--- config.mk ---
export PLATFORM = sky130hd
export DESIGN_NAME = control_pipeline
export DESIGN_NICKNAME = d
export VERILOG_FILES = /design/src/rtl/control_pkg.sv /design/src/rtl/control_decode.sv /design/src/rtl/control_pipeline.sv
export SDC_FILE = /design/constraint.sdc
export NUM_CORES = 1
export LEC_CHECK = 0
export CAP_MARGIN = 30
export CORE_MARGIN = 3
export CORE_UTILIZATION = 42
export DETAILED_ROUTE_END_ITERATION = 12
export MAX_ROUTING_LAYER = met4
export PLACE_DENSITY = 0.78
export SLEW_MARGIN = 20
export SYNTH_ARGS = -nofsm -noshare
export SYNTH_HDL_FRONTEND = slang
export SYNTH_SLANG_ARGS = --single-unit
--- constraint.sdc ---
create_clock -name clk -period 2 [get_ports clk]
set_input_delay 0.3 -clock clk [delete_from_list [all_inputs] [get_ports clk]]
set_output_delay 0.3 -clock clk [all_outputs]
set_load 0.005 [all_outputs]
--- src/rtl/control_pkg.sv ---
// Shared encodings for the pipelined main-control unit: opcodes, write-back and ALU-op codes,
// and the bit layout of the control bundle carried from decode into ID/EX.
package control_pkg;

  localparam logic [6:0] OPC_R      = 7'b0110011;
  localparam logic [6:0] OPC_LOAD   = 7'b0000011;
  localparam logic [6:0] OPC_STORE  = 7'b0100011;
  localparam logic [6:0] OPC_BRANCH = 7'b1100011;
  localparam logic [6:0] OPC_OP_IMM = 7'b0010011;
  localparam logic [6:0] OPC_JAL    = 7'b1101111;
  localparam logic [6:0] OPC_JALR   = 7'b1100111;
  localparam logic [6:0] OPC_LUI    = 7'b0110111;
  localparam logic [6:0] OPC_AUIPC  = 7'b0010111;

  localparam logic [1:0] WB_ALU = 2'b00;
  localparam logic [1:0] WB_MEM = 2'b01;
  localparam logic [1:0] WB_PC4 = 2'b10;

  localparam logic [1:0] ALU_OP_ADD    = 2'b00;
  localparam logic [1:0] ALU_OP_BRANCH = 2'b01;
  localparam logic [1:0] ALU_OP_R      = 2'b10;
  localparam logic [1:0] ALU_OP_IMM    = 2'b11;

  localparam int unsigned CTRL_ALU_SRC   = 0;
  localparam int unsigned CTRL_BRANCH    = 1;
  localparam int unsigned CTRL_JUMP      = 2;
  localparam int unsigned CTRL_MEM_READ  = 3;
  localparam int unsigned CTRL_MEM_WRITE = 4;
  localparam int unsigned CTRL_REG_WRITE = 5;
  localparam int unsigned CTRL_WB_SEL    = 6;  // 2 bits
  localparam int unsigned CTRL_ALU_OP    = 8;  // 2 bits
  localparam int unsigned CTRL_W         = 10;

endpackage

--- src/rtl/control_decode.sv ---
// Combinational opcode decoder: control bundle, source-register usage and illegal-opcode flag.
module control_decode
  import control_pkg::*;
#(
  parameter int unsigned EXT_OPS = 1
) (
  input  logic              valid,
  input  logic [6:0]        opcode,
  output logic [CTRL_W-1:0] ctrl,
  output logic              use_rs1,
  output logic              use_rs2,
  output logic              illegal
);

  logic known;

  always_comb begin
    ctrl    = '0;
    use_rs1 = 1'b0;
    use_rs2 = 1'b0;
    known   = 1'b1;
    case (opcode)
      OPC_R: begin
        ctrl[CTRL_REG_WRITE]     = 1'b1;
        ctrl[CTRL_ALU_OP +: 2]   = ALU_OP_R;
        use_rs1                  = 1'b1;
        use_rs2                  = 1'b1;
      end
      OPC_LOAD: begin
        ctrl[CTRL_ALU_SRC]       = 1'b1;
        ctrl[CTRL_MEM_READ]      = 1'b1;
        ctrl[CTRL_REG_WRITE]     = 1'b1;
        ctrl[CTRL_WB_SEL +: 2]   = WB_MEM;
        ctrl[CTRL_ALU_OP +: 2]   = ALU_OP_ADD;
        use_rs1                  = 1'b1;
      end
      OPC_STORE: begin
        ctrl[CTRL_ALU_SRC]       = 1'b1;
        ctrl[CTRL_MEM_WRITE]     = 1'b1;
        ctrl[CTRL_ALU_OP +: 2]   = ALU_OP_ADD;
        use_rs1                  = 1'b1;
        use_rs2                  = 1'b1;
      end
      OPC_BRANCH: begin
        ctrl[CTRL_BRANCH]        = 1'b1;
        ctrl[CTRL_ALU_OP +: 2]   = ALU_OP_BRANCH;
        use_rs1                  = 1'b1;
        use_rs2                  = 1'b1;
      end
      OPC_OP_IMM: begin
        if (EXT_OPS != 0) begin
          ctrl[CTRL_ALU_SRC]     = 1'b1;
          ctrl[CTRL_REG_WRITE]   = 1'b1;
          ctrl[CTRL_ALU_OP +: 2] = ALU_OP_IMM;
          use_rs1                = 1'b1;
        end else begin
          known = 1'b0;
        end
      end
      OPC_JAL, OPC_JALR: begin
        if (EXT_OPS != 0) begin
          ctrl[CTRL_JUMP]        = 1'b1;
          ctrl[CTRL_REG_WRITE]   = 1'b1;
          ctrl[CTRL_WB_SEL +: 2] = WB_PC4;
          if (opcode == OPC_JALR) begin
            ctrl[CTRL_ALU_SRC]   = 1'b1;
            use_rs1              = 1'b1;
          end
        end else begin
          known = 1'b0;
        end
      end
      OPC_LUI, OPC_AUIPC: begin
        if (EXT_OPS != 0) begin
          ctrl[CTRL_ALU_SRC]     = 1'b1;
          ctrl[CTRL_REG_WRITE]   = 1'b1;
          ctrl[CTRL_ALU_OP +: 2] = ALU_OP_ADD;
        end else begin
          known = 1'b0;
        end
      end
      default: known = 1'b0;
    endcase
  end

  assign illegal = valid & ~known;

endmodule

--- src/rtl/control_pipeline.sv ---
// Pipelined main control: decodes in ID, carries the control bundle through ID/EX, EX/MEM and
// MEM/WB, and inserts bubbles for load-use hazards, flushes and invalid/illegal instructions.
module control_pipeline
  import control_pkg::*;
#(
  parameter int unsigned EXT_OPS    = 1,
  parameter int unsigned REG_ADDR_W = 5,
  parameter int unsigned ALU_OP_W   = 2
) (
  input  logic                  clk,
  input  logic                  rst,
  input  logic                  id_valid,
  input  logic [6:0]            id_opcode,
  input  logic [REG_ADDR_W-1:0] id_rs1,
  input  logic [REG_ADDR_W-1:0] id_rs2,
  input  logic [REG_ADDR_W-1:0] id_rd,
  input  logic                  stall_ext,
  input  logic                  flush_id_ex,
  output logic                  hazard_stall,
  output logic                  id_illegal,
  output logic                  ex_valid,
  output logic                  ex_alu_src,
  output logic                  ex_branch,
  output logic                  ex_jump,
  output logic                  ex_mem_read,
  output logic                  ex_mem_write,
  output logic                  ex_reg_write,
  output logic [ALU_OP_W-1:0]   ex_alu_op,
  output logic [1:0]            ex_wb_sel,
  output logic [REG_ADDR_W-1:0] ex_rd,
  output logic                  mem_valid,
  output logic                  mem_mem_read,
  output logic                  mem_mem_write,
  output logic                  mem_reg_write,
  output logic [1:0]            mem_wb_sel,
  output logic [REG_ADDR_W-1:0] mem_rd,
  output logic                  wb_valid,
  output logic                  wb_reg_write,
  output logic [1:0]            wb_wb_sel,
  output logic [REG_ADDR_W-1:0] wb_rd
);

  logic [CTRL_W-1:0]     id_ctrl;
  logic                  id_use_rs1, id_use_rs2;
  logic                  id_bubble;

  logic [CTRL_W-1:0]     ex_ctrl_q;
  logic                  ex_valid_q;
  logic [REG_ADDR_W-1:0] ex_rd_q;

  logic                  mem_valid_q, mem_mem_read_q, mem_mem_write_q, mem_reg_write_q;
  logic [1:0]            mem_wb_sel_q;
  logic [REG_ADDR_W-1:0] mem_rd_q;

  logic                  wb_valid_q, wb_reg_write_q;
  logic [1:0]            wb_wb_sel_q;
  logic [REG_ADDR_W-1:0] wb_rd_q;

  control_decode #(
    .EXT_OPS (EXT_OPS)
  ) u_decode (
    .valid   (id_valid),
    .opcode  (id_opcode),
    .ctrl    (id_ctrl),
    .use_rs1 (id_use_rs1),
    .use_rs2 (id_use_rs2),
    .illegal (id_illegal)
  );

  // Only a load in EX can produce a result too late for forwarding into the next instruction.
  assign hazard_stall = id_valid & ex_valid_q & ex_ctrl_q[CTRL_MEM_READ] & (ex_rd_q != '0) &
                        ((id_use_rs1 & (ex_rd_q == id_rs1)) | (id_use_rs2 & (ex_rd_q == id_rs2)));

  assign id_bubble = flush_id_ex | hazard_stall | ~id_valid | id_illegal;

  always_ff @(posedge clk) begin
    if (rst) begin
      ex_ctrl_q       <= '0;
      ex_valid_q      <= 1'b0;
      ex_rd_q         <= '0;
      mem_valid_q     <= 1'b0;
      mem_mem_read_q  <= 1'b0;
      mem_mem_write_q <= 1'b0;
      mem_reg_write_q <= 1'b0;
      mem_wb_sel_q    <= '0;
      mem_rd_q        <= '0;
      wb_valid_q      <= 1'b0;
      wb_reg_write_q  <= 1'b0;
      wb_wb_sel_q     <= '0;
      wb_rd_q         <= '0;
    end else if (!stall_ext) begin
      if (id_bubble) begin
        ex_ctrl_q  <= '0;
        ex_valid_q <= 1'b0;
        ex_rd_q    <= '0;
      end else begin
        ex_ctrl_q  <= id_ctrl;
        ex_valid_q <= 1'b1;
        ex_rd_q    <= id_rd;
      end
      mem_valid_q     <= ex_valid_q;
      mem_mem_read_q  <= ex_ctrl_q[CTRL_MEM_READ];
      mem_mem_write_q <= ex_ctrl_q[CTRL_MEM_WRITE];
      mem_reg_write_q <= ex_ctrl_q[CTRL_REG_WRITE];
      mem_wb_sel_q    <= ex_ctrl_q[CTRL_WB_SEL +: 2];
      mem_rd_q        <= ex_rd_q;
      wb_valid_q      <= mem_valid_q;
      wb_reg_write_q  <= mem_reg_write_q;
      wb_wb_sel_q     <= mem_wb_sel_q;
      wb_rd_q         <= mem_rd_q;
    end
  end

  assign ex_valid      = ex_valid_q;
  assign ex_alu_src    = ex_ctrl_q[CTRL_ALU_SRC];
  assign ex_branch     = ex_ctrl_q[CTRL_BRANCH];
  assign ex_jump       = ex_ctrl_q[CTRL_JUMP];
  assign ex_mem_read   = ex_ctrl_q[CTRL_MEM_READ];
  assign ex_mem_write  = ex_ctrl_q[CTRL_MEM_WRITE];
  assign ex_reg_write  = ex_ctrl_q[CTRL_REG_WRITE];
  assign ex_alu_op     = ALU_OP_W'(ex_ctrl_q[CTRL_ALU_OP +: 2]);
  assign ex_wb_sel     = ex_ctrl_q[CTRL_WB_SEL +: 2];
  assign ex_rd         = ex_rd_q;
  assign mem_valid     = mem_valid_q;
  assign mem_mem_read  = mem_mem_read_q;
  assign mem_mem_write = mem_mem_write_q;
  assign mem_reg_write = mem_reg_write_q;
  assign mem_wb_sel    = mem_wb_sel_q;
  assign mem_rd        = mem_rd_q;
  assign wb_valid      = wb_valid_q;
  assign wb_reg_write  = wb_reg_write_q;
  assign wb_wb_sel     = wb_wb_sel_q;
  assign wb_rd         = wb_rd_q;

endmodule

Word level (Yosys, flattened, before mapping)
Cells that the tools add are included.
{"block": "word_totals", "latchBits": 0, "input_bits": 27, "rom_bits": 0, "mem_bits_rw": 0, "mem_count": 0, "register_bits": 36}
{"block": "classes", "n_reduce_logical": 7, "eq_ne": 11, "shift": 0, "muxes": 15, "n_addsub": 0, "div_mod_pow": 0, "bitwise": 13, "order_cmp": 0, "mul": 0}
{"op": "equality test 7 x 6 -> 1 bit, second input constant", "n": 3}
{"op": "equality test 7 bit, second input constant", "n": 3}
{"op": "equality test 7 x 5 -> 1 bit, second input constant", "n": 2}
{"op": "equality test 5 bit", "n": 2}
{"op": "2-to-1 mux 10 bit", "n": 1}
{"op": "OR reduction 5 bit", "n": 2}
{"op": "2-to-1 mux 1 bit", "n": 9}
{"op": "OR reduction 9 bit", "n": 1}
{"op": "bitwise AND 1 bit", "n": 7}
{"op": "equality test 7 x 2 -> 1 bit, second input constant", "n": 1}
{"op": "OR reduction 7 bit", "n": 1}
{"op": "one-hot mux 2 bit (3 select lines)", "n": 1}
{"op": "2-to-1 mux 5 bit", "n": 1}
{"op": "nonzero test 5 bit", "n": 1}
{"op": "bitwise OR 1 bit", "n": 4}
{"op": "one-hot mux 1 bit (2 select lines)", "n": 2}
{"op": "one-hot mux 2 bit (2 select lines)", "n": 1}
{"op": "OR reduction 3 bit", "n": 1}
{"op": "NOT 1 bit", "n": 2}
{"op": "OR reduction 2 bit", "n": 1}

Logic depth before layout (Yosys ltp)
{"block": "depth", "word_depth": 10, "ltp_mapped": 7, "ltp_nobuf": 5}

Hierarchy
A second synthesis with hierarchy kept.
{"block": "hier_totals", "cells_unflattened": 186, "hier_area_um2": 1824.2}
{"module": "control_pipeline", "seq_area_each_um2": 720.7, "n_inst": 1, "area_each_um2": 1641.6, "cells_per_inst": 156}
{"module": "control_decode", "seq_area_each_um2": 0.0, "n_inst": 1, "area_each_um2": 182.7, "cells_per_inst": 30}

Worst setup path after synthesis
OpenSTA, ideal clock, no wires.
{"block": "synth_timing", "kind": "input-to-output", "start": "input port id_opcode[3]", "end": "output port hazard_stall", "setup_slack_ps": 293, "arrival_time_ps": 1407, "cell_stages": 5, "path_cell_list": "nand3b_1 nor4_1 nand4_1 a21oi_2 buf_4"}
{"block": "synth_between", "elab_chain_len": 6, "elab_cells_between_ends": 17, "classes_between": "eq/ne (7); mux (3); bitwise (4); reduce/logical (3)"}
{"item": "start: declaration", "line": "control_pipeline.sv:13", "text": "input logic [6:0] id_opcode,"}
{"item": "equality test 7 x 6 -> 1 bit, or another cell as far along", "line": "control_decode.sv:22", "text": "case (opcode)"}
{"item": "OR reduction 5 bit (no line), or another cell as far along"}
{"item": "one-hot mux 1 bit (2 select lines) / 2-to-1 mux 1 bit (equally long branches)", "line": "control_decode.sv:22"}
{"item": "bitwise AND 1 bit", "line": "control_pipeline.sv:72", "text": "((id_use_rs1 & (ex_rd_q == id_rs1)) | (id_use_rs2 & (ex_rd_q == id_rs2)));"}
{"item": "bitwise OR 1 bit (*)", "line": "control_pipeline.sv:72"}
{"item": "bitwise AND 1 bit (*)", "line": "control_pipeline.sv:71", "text": "assign hazard_stall = id_valid & ex_valid_q & ex_ctrl_q[CTRL_MEM_READ] & (ex_rd_q != '0) &"}
{"item": "end: declaration", "line": "control_pipeline.sv:19", "text": "output logic hazard_stall,"}
Mark *: on every way between the ends. The rest lies on a longest branch, timed or not.

Final worst setup path
{"block": "layout_timing", "start": "register ex_rd_q[0], in the netlist ex_rd[0]", "end": "output port hazard_stall"}
{"block": "layout_between", "elab_chain_len": 4, "elab_cells_between_ends": 8, "classes_between": "eq/ne (2); bitwise (5); reduce/logical (1)"}
{"item": "start: declaration", "line": "control_pipeline.sv:49", "text": "logic [REG_ADDR_W-1:0] ex_rd_q;"}
{"item": "start signal: assignment", "line": "control_pipeline.sv:99", "text": "ex_rd_q <= id_rd;"}
{"item": "equality test 5 bit", "line": "control_pipeline.sv:72"}
{"item": "bitwise AND 1 bit", "line": "control_pipeline.sv:72"}
{"item": "bitwise OR 1 bit", "line": "control_pipeline.sv:72"}
{"item": "bitwise AND 1 bit (*)", "line": "control_pipeline.sv:71"}
Marks and branches as above.

==> metrics.txt <==
# TYPE chip_impl_metric gauge
chip_impl_metric{name="global_route_total_usage_across_every_layer",unit="%"} 20.6
chip_impl_metric{name="postSynthAreaPerCell",unit="µm²"} 9.14
chip_impl_metric{name="drtAntennaViolNets",unit=""} 0
chip_impl_metric{name="critPathMaxStageDelay",unit="ns"} 0.54
chip_impl_info{name="criticalPathCategory",value="reg -> out"} 1
chip_impl_metric{name="ys_types",unit=""} 33
chip_impl_metric{name="global_placement_routability_congestion",unit=""} 0.946
chip_impl_info{name="r2r_path_end",value="ex_ctrl_q[6]$_SDFFE_PP0N_"} 1
chip_impl_metric{name="numCtsBuffers",unit=""} 5
chip_impl_metric{name="cap_violations",unit=""} 0
chip_impl_metric{name="post_drt_wl_per_cell",unit="µm"} 13.6
chip_impl_metric{name="place.port_buffers",unit=""} 64
chip_impl_metric{name="share_of_the_yosys_chip_area_belonging_to_registers",unit="%"} 46.4
chip_impl_metric{name="detail_route.drc_violations",unit=""} 0
chip_impl_metric{name="clock_latency",unit="ns"} 0.29
chip_impl_metric{name="power_density",unit="mW/mm²"} 571
chip_impl_info{name="layout_common_cells",value="sky130_fd_sc_hd__clkdlybuf4s50_1 (60), sky130_fd_sc_hd__dfxtp_1 (35), sky130_fd_sc_hd__buf_4 (26)"} 1
chip_impl_metric{name="drt_first_pass_iters",unit=""} 4
chip_impl_metric{name="design.portCount",unit=""} 65
chip_impl_metric{name="antenna_found_initial",unit=""} 0
chip_impl_metric{name="p_leak",unit="nW"} 1.03
chip_impl_metric{name="setup-tns-final",unit="ns"} 0
chip_impl_metric{name="largest_net_degree_at_the_start_of_global_routing",unit=""} 22
chip_impl_metric{name="synth_xor_area_share",unit="%"} 5.64
chip_impl_metric{name="cts.sinks",unit=""} 36
chip_impl_info{name="crit_end",value="hazard_stall"} 1
chip_impl_metric{name="design.die.area",unit="mm²"} 0.00447
chip_impl_info{name="endpoint_kind_of_the_worst_setup_timing_path",value="primary output"} 1
chip_impl_metric{name="postSynthRegisterBits",unit=""} 36
chip_impl_metric{name="cts_max_path_buffers",unit=""} 2
chip_impl_metric{name="syn_nets",unit=""} 197
chip_impl_metric{name="p_int",unit="mW"} 1.10
chip_impl_info{name="hp-class",value="reg -> reg"} 1
chip_impl_metric{name="placed_cell_area",unit="mm²"} 0.00239
chip_impl_metric{name="vdd_drop_max",unit="mV"} 0.365
chip_impl_metric{name="synthCells",unit=""} 170
chip_impl_metric{name="cp.buffers_inverters",unit=""} 2
chip_impl_info{name="rsz0062_at_grt",value="true"} 1
chip_impl_metric{name="dr.first_iter.drc_count",unit=""} 82
chip_impl_metric{name="complex_gate_fraction_of_the_synthesized_area",unit="%"} 10.5
chip_impl_info{name="reg2reg_from",value="ex_rd[0]$_SDFFE_PP0N_"} 1
chip_impl_metric{name="worst_path_max_fanout",unit=""} 2
chip_impl_metric{name="timing_worst_slew_pin_value",unit="ns"} 0.343
chip_impl_metric{name="synthDominantCellAreaShare",unit="%"} 46.4
chip_impl_metric{name="globalRoute.totalOverflow",unit=""} 0
chip_impl_metric{name="clk_pin_slew_worst_paths",unit="ns"} 0.07
chip_impl_metric{name="worst_hold_slack",unit="ns"} 0.450
chip_impl_metric{name="utilization",unit="%"} 72.6
chip_impl_info{name="crit_chain",value="buf_4 -> or4_1 -> o2111ai_2 -> a21oi_2 -> buf_2"} 1
chip_impl_metric{name="share_clk_of_total_power",unit="%"} 37.1
chip_impl_metric{name="netSwitchingFraction",unit="%"} 23.3
chip_impl_info{name="synth_top_cell_by_area",value="sky130_fd_sc_hd__dfxtp_1"} 1
chip_impl_metric{name="fmax",unit="MHz"} 501
chip_impl_info{name="root_buffer",value="sky130_fd_sc_hd__clkbuf_8"} 1
chip_impl_info{name="worstSetupStartpoint",value="ex_rd[0]$_SDFFE_PP0N_"} 1
chip_impl_metric{name="worst_r2r_path_depth",unit=""} 6
chip_impl_metric{name="finalHoldViolations",unit=""} 0
chip_impl_metric{name="period_share",unit="%"} 99.8
chip_impl_metric{name="grt_pass1_vias",unit=""} 1402
chip_impl_metric{name="placementRows",unit=""} 21
chip_impl_metric{name="floorplan.initialDensity",unit="%"} 45.1
chip_impl_metric{name="dp_hpwl",unit="mm"} 3.19
chip_impl_metric{name="num-fill-cells",unit=""} 267
chip_impl_metric{name="cts_hold_repair.buffers",unit=""} 0
chip_impl_metric{name="post-route-min-period",unit="ns"} 2.00
chip_impl_metric{name="synth.cell_area",unit="mm²"} 0.00155
chip_impl_metric{name="number_of_pins_with_negative_max_slew_slack_in_the_final_report",unit=""} 0
chip_impl_metric{name="die_x",unit="µm"} 66.8
chip_impl_metric{name="area_delta_synth_final",unit="%"} 60.9
chip_impl_info{name="synth_top_family_by_area",value="simple AND/OR/NAND/NOR gates"} 1
chip_impl_metric{name="core_area",unit="mm²"} 0.00344
chip_impl_metric{name="grt_first_pass_wirelength",unit="mm"} 6.74
chip_impl_metric{name="nets",unit=""} 284
chip_impl_metric{name="vias_per_cell",unit=""} 4.96
chip_impl_metric{name="finalInstanceArea",unit="mm²"} 0.00250
chip_impl_metric{name="reg2reg_setup_slack",unit="ns"} 0.11
chip_impl_metric{name="post_synthesis_share_of_cell_area_spent_on_and_or_nand_and_nor_gates",unit="%"} 20.9
chip_impl_metric{name="num_vias",unit=""} 1509
chip_impl_metric{name="chipHeight",unit="µm"} 66.8
chip_impl_metric{name="synth_adder_area_share",unit="%"} 0
chip_impl_info{name="critical_path.slowest_cell",value="sky130_fd_sc_hd__or4_1"} 1
chip_impl_metric{name="power_frac_seq",unit="%"} 50.7
chip_impl_metric{name="h_tree_lvl_count",unit=""} 2
chip_impl_metric{name="clock_skew",unit="ns"} 0.00249
chip_impl_metric{name="finalSetupViolations",unit=""} 0
chip_impl_metric{name="drive_gt1_share",unit="%"} 17.1
chip_impl_info{name="timing.critical_path.max_delay_family",value="simple AND/OR/NAND/NOR gates"} 1
chip_impl_metric{name="net_switching",unit="mW"} 0.333
chip_impl_metric{name="crit_required",unit="ns"} 1.70
chip_impl_metric{name="synth-warning-count",unit=""} 0
chip_impl_metric{name="insertedDiodeCount",unit=""} 0
chip_impl_metric{name="cp_num_cells",unit=""} 5
chip_impl_info{name="result_of_the_run",value="finished clean"} 1
chip_impl_metric{name="share_comb_of_total_power",unit="%"} 12.1
chip_impl_info{name="tritoncts",value="built"} 1
chip_impl_metric{name="max_slew_headroom_at_the_worst_pin",unit="%"} 77.1
chip_impl_info{name="leading_cell_types_by_total_area_after_synthesis",value="sky130_fd_sc_hd__dfxtp_1 (46%), sky130_fd_sc_hd__mux2i_1 (13%), sky130_fd_sc_hd__nor2_1 (5.8%)"} 1
chip_impl_metric{name="totalWireLength",unit="mm"} 4.14
chip_impl_metric{name="synth_mux_area_share",unit="%"} 12.9
chip_impl_metric{name="worst-endpoint-arrival",unit="ns"} 1.70
chip_impl_info{name="worst_setup_path_start_kind",value="register"} 1
chip_impl_info{name="final_common_cell",value="sky130_fd_sc_hd__clkdlybuf4s50_1"} 1
-- power groups by stage --
stage,logic [mW],registers [mW],clock network [mW]
3_5_place_dp,0.171,0.741,0
2_1_floorplan,0.0645,0.741,0
4_1_cts,0.173,0.724,0.534
3_3_place_gp,0.170,0.741,0
6_report,0.173,0.724,0.530
5_1_grt,0.187,0.724,0.576
-- stage by stage --
stage / setup WS, ns / power (mW) / instances
after floorplan: 0.293 / 0.806 / 170
after global placement: -0.377 / 0.911 / 295
after detailed placement: -0.430 / 0.912 / 295
after CTS: -0.0121 / 1.43 / 304
after global routing: -0.0709 / 1.49 / 304
final: 0.00350 / 1.43 / 304
-- worst register-to-register path: cells and delay by family (launching register included) --
| family | cells | cell delay, ns |
|---|---|---|
| buffers and inverters | 2 | 0.33 |
| DFF | 1 | 0.33 |
| AOI/OAI and AO/OA | 3 | 0.59 |
| and+or+nand+nor | 1 | 0.54 |
-- what timing repair did --
action	CTS	global route
gates resized for setup	10	4
pin swaps	6	1
setup buffers	1	0
setup endpoints to repair	2	3
-- flip-flops by register name, indices dropped and copies added (netlist names) --
| name | flops |
|---|---|
| wb_wb_sel | 2 |
| ex_rd | 5 |
| ex_valid | 1 |
| wb_reg_write | 1 |
| mem_mem_read | 1 |
| mem_wb_sel | 2 |
| mem_reg_write | 1 |
| wb_valid | 1 |
| ex_ctrl_q | 10 |
| mem_rd | 5 |
| wb_rd | 5 |
| mem_valid | 1 |
| mem_mem_write | 1 |
-- synth_stat cells, drive strengths merged --
| library cell | count |
|---|---|
| nand2 | 21 |
| xor2 | 8 |
| nor4 | 2 |
| nand3 | 6 |
| a21oi | 3 |
| clkbuf | 7 |
| buf | 3 |
| o21bai | 1 |
| o41ai | 2 |
| and3b | 2 |
| nor4b | 1 |
| mux2i | 20 |
| o31ai | 2 |
| nor2b | 2 |
| o2111ai | 1 |
| nor2 | 24 |
| nand2b | 1 |
| nand3b | 1 |
| o211ai | 2 |
| dfxtp | 36 |
| nor3 | 2 |
| or4 | 1 |
| or3 | 1 |
| a211o | 1 |
| nand4 | 2 |
| or4b | 1 |
| inv | 2 |
| xnor2 | 2 |
| o21ai | 13 |
-- per-layer routing --
layer  routed length [µm]  up-vias  GRT usage [%]
li1                     -      758              -
met1                 1840      696           26.7
met2                 1960       48           31.1
met3                  293        7           6.07
met4                   46        0           6.35
met5                    0        -              -
-- worst min-delay path by stage --
stage          slack (ns)                      start                   endpoint  cells past startpoint
2_1_floorplan        0.40               id_opcode[5]  ex_ctrl_q[3]$_SDFFE_PP0N_                      1
3_3_place_gp         0.44  ex_ctrl_q[2]$_SDFFE_PP0N_  ex_ctrl_q[2]$_SDFFE_PP0N_                      2
3_5_place_dp         0.44  ex_ctrl_q[1]$_SDFFE_PP0N_  ex_ctrl_q[1]$_SDFFE_PP0N_                      2
4_1_cts              0.46  ex_ctrl_q[1]$_SDFFE_PP0N_  ex_ctrl_q[1]$_SDFFE_PP0N_                      2
5_1_grt              0.49  ex_ctrl_q[1]$_SDFFE_PP0N_  ex_ctrl_q[1]$_SDFFE_PP0N_                      2
6_report             0.45  ex_ctrl_q[1]$_SDFFE_PP0N_  ex_ctrl_q[1]$_SDFFE_PP0N_                      2
-- kinds of logic after synthesis --
logic type / after synthesis
AOI/OAI and AO/OA: 25
xor gates and xnor gates: 10
buffers and inverters: 12
DFF: 36
muxes: 20
and+or+nand+nor: 67
-- layout make-up --
cell class	count	area, µm²	share of cell area, %
timing repair buffer	90	823	32.9
multi-input combinational	122	797	31.9
sequential	36	722	28.9
clock buffer	6	82.6	3.30
tap	46	57.6	2.30
clock inverter	2	10.0	0.400
inverter	2	7.51	0.300
Note: power is estimated with default switching activity, not from simulation.
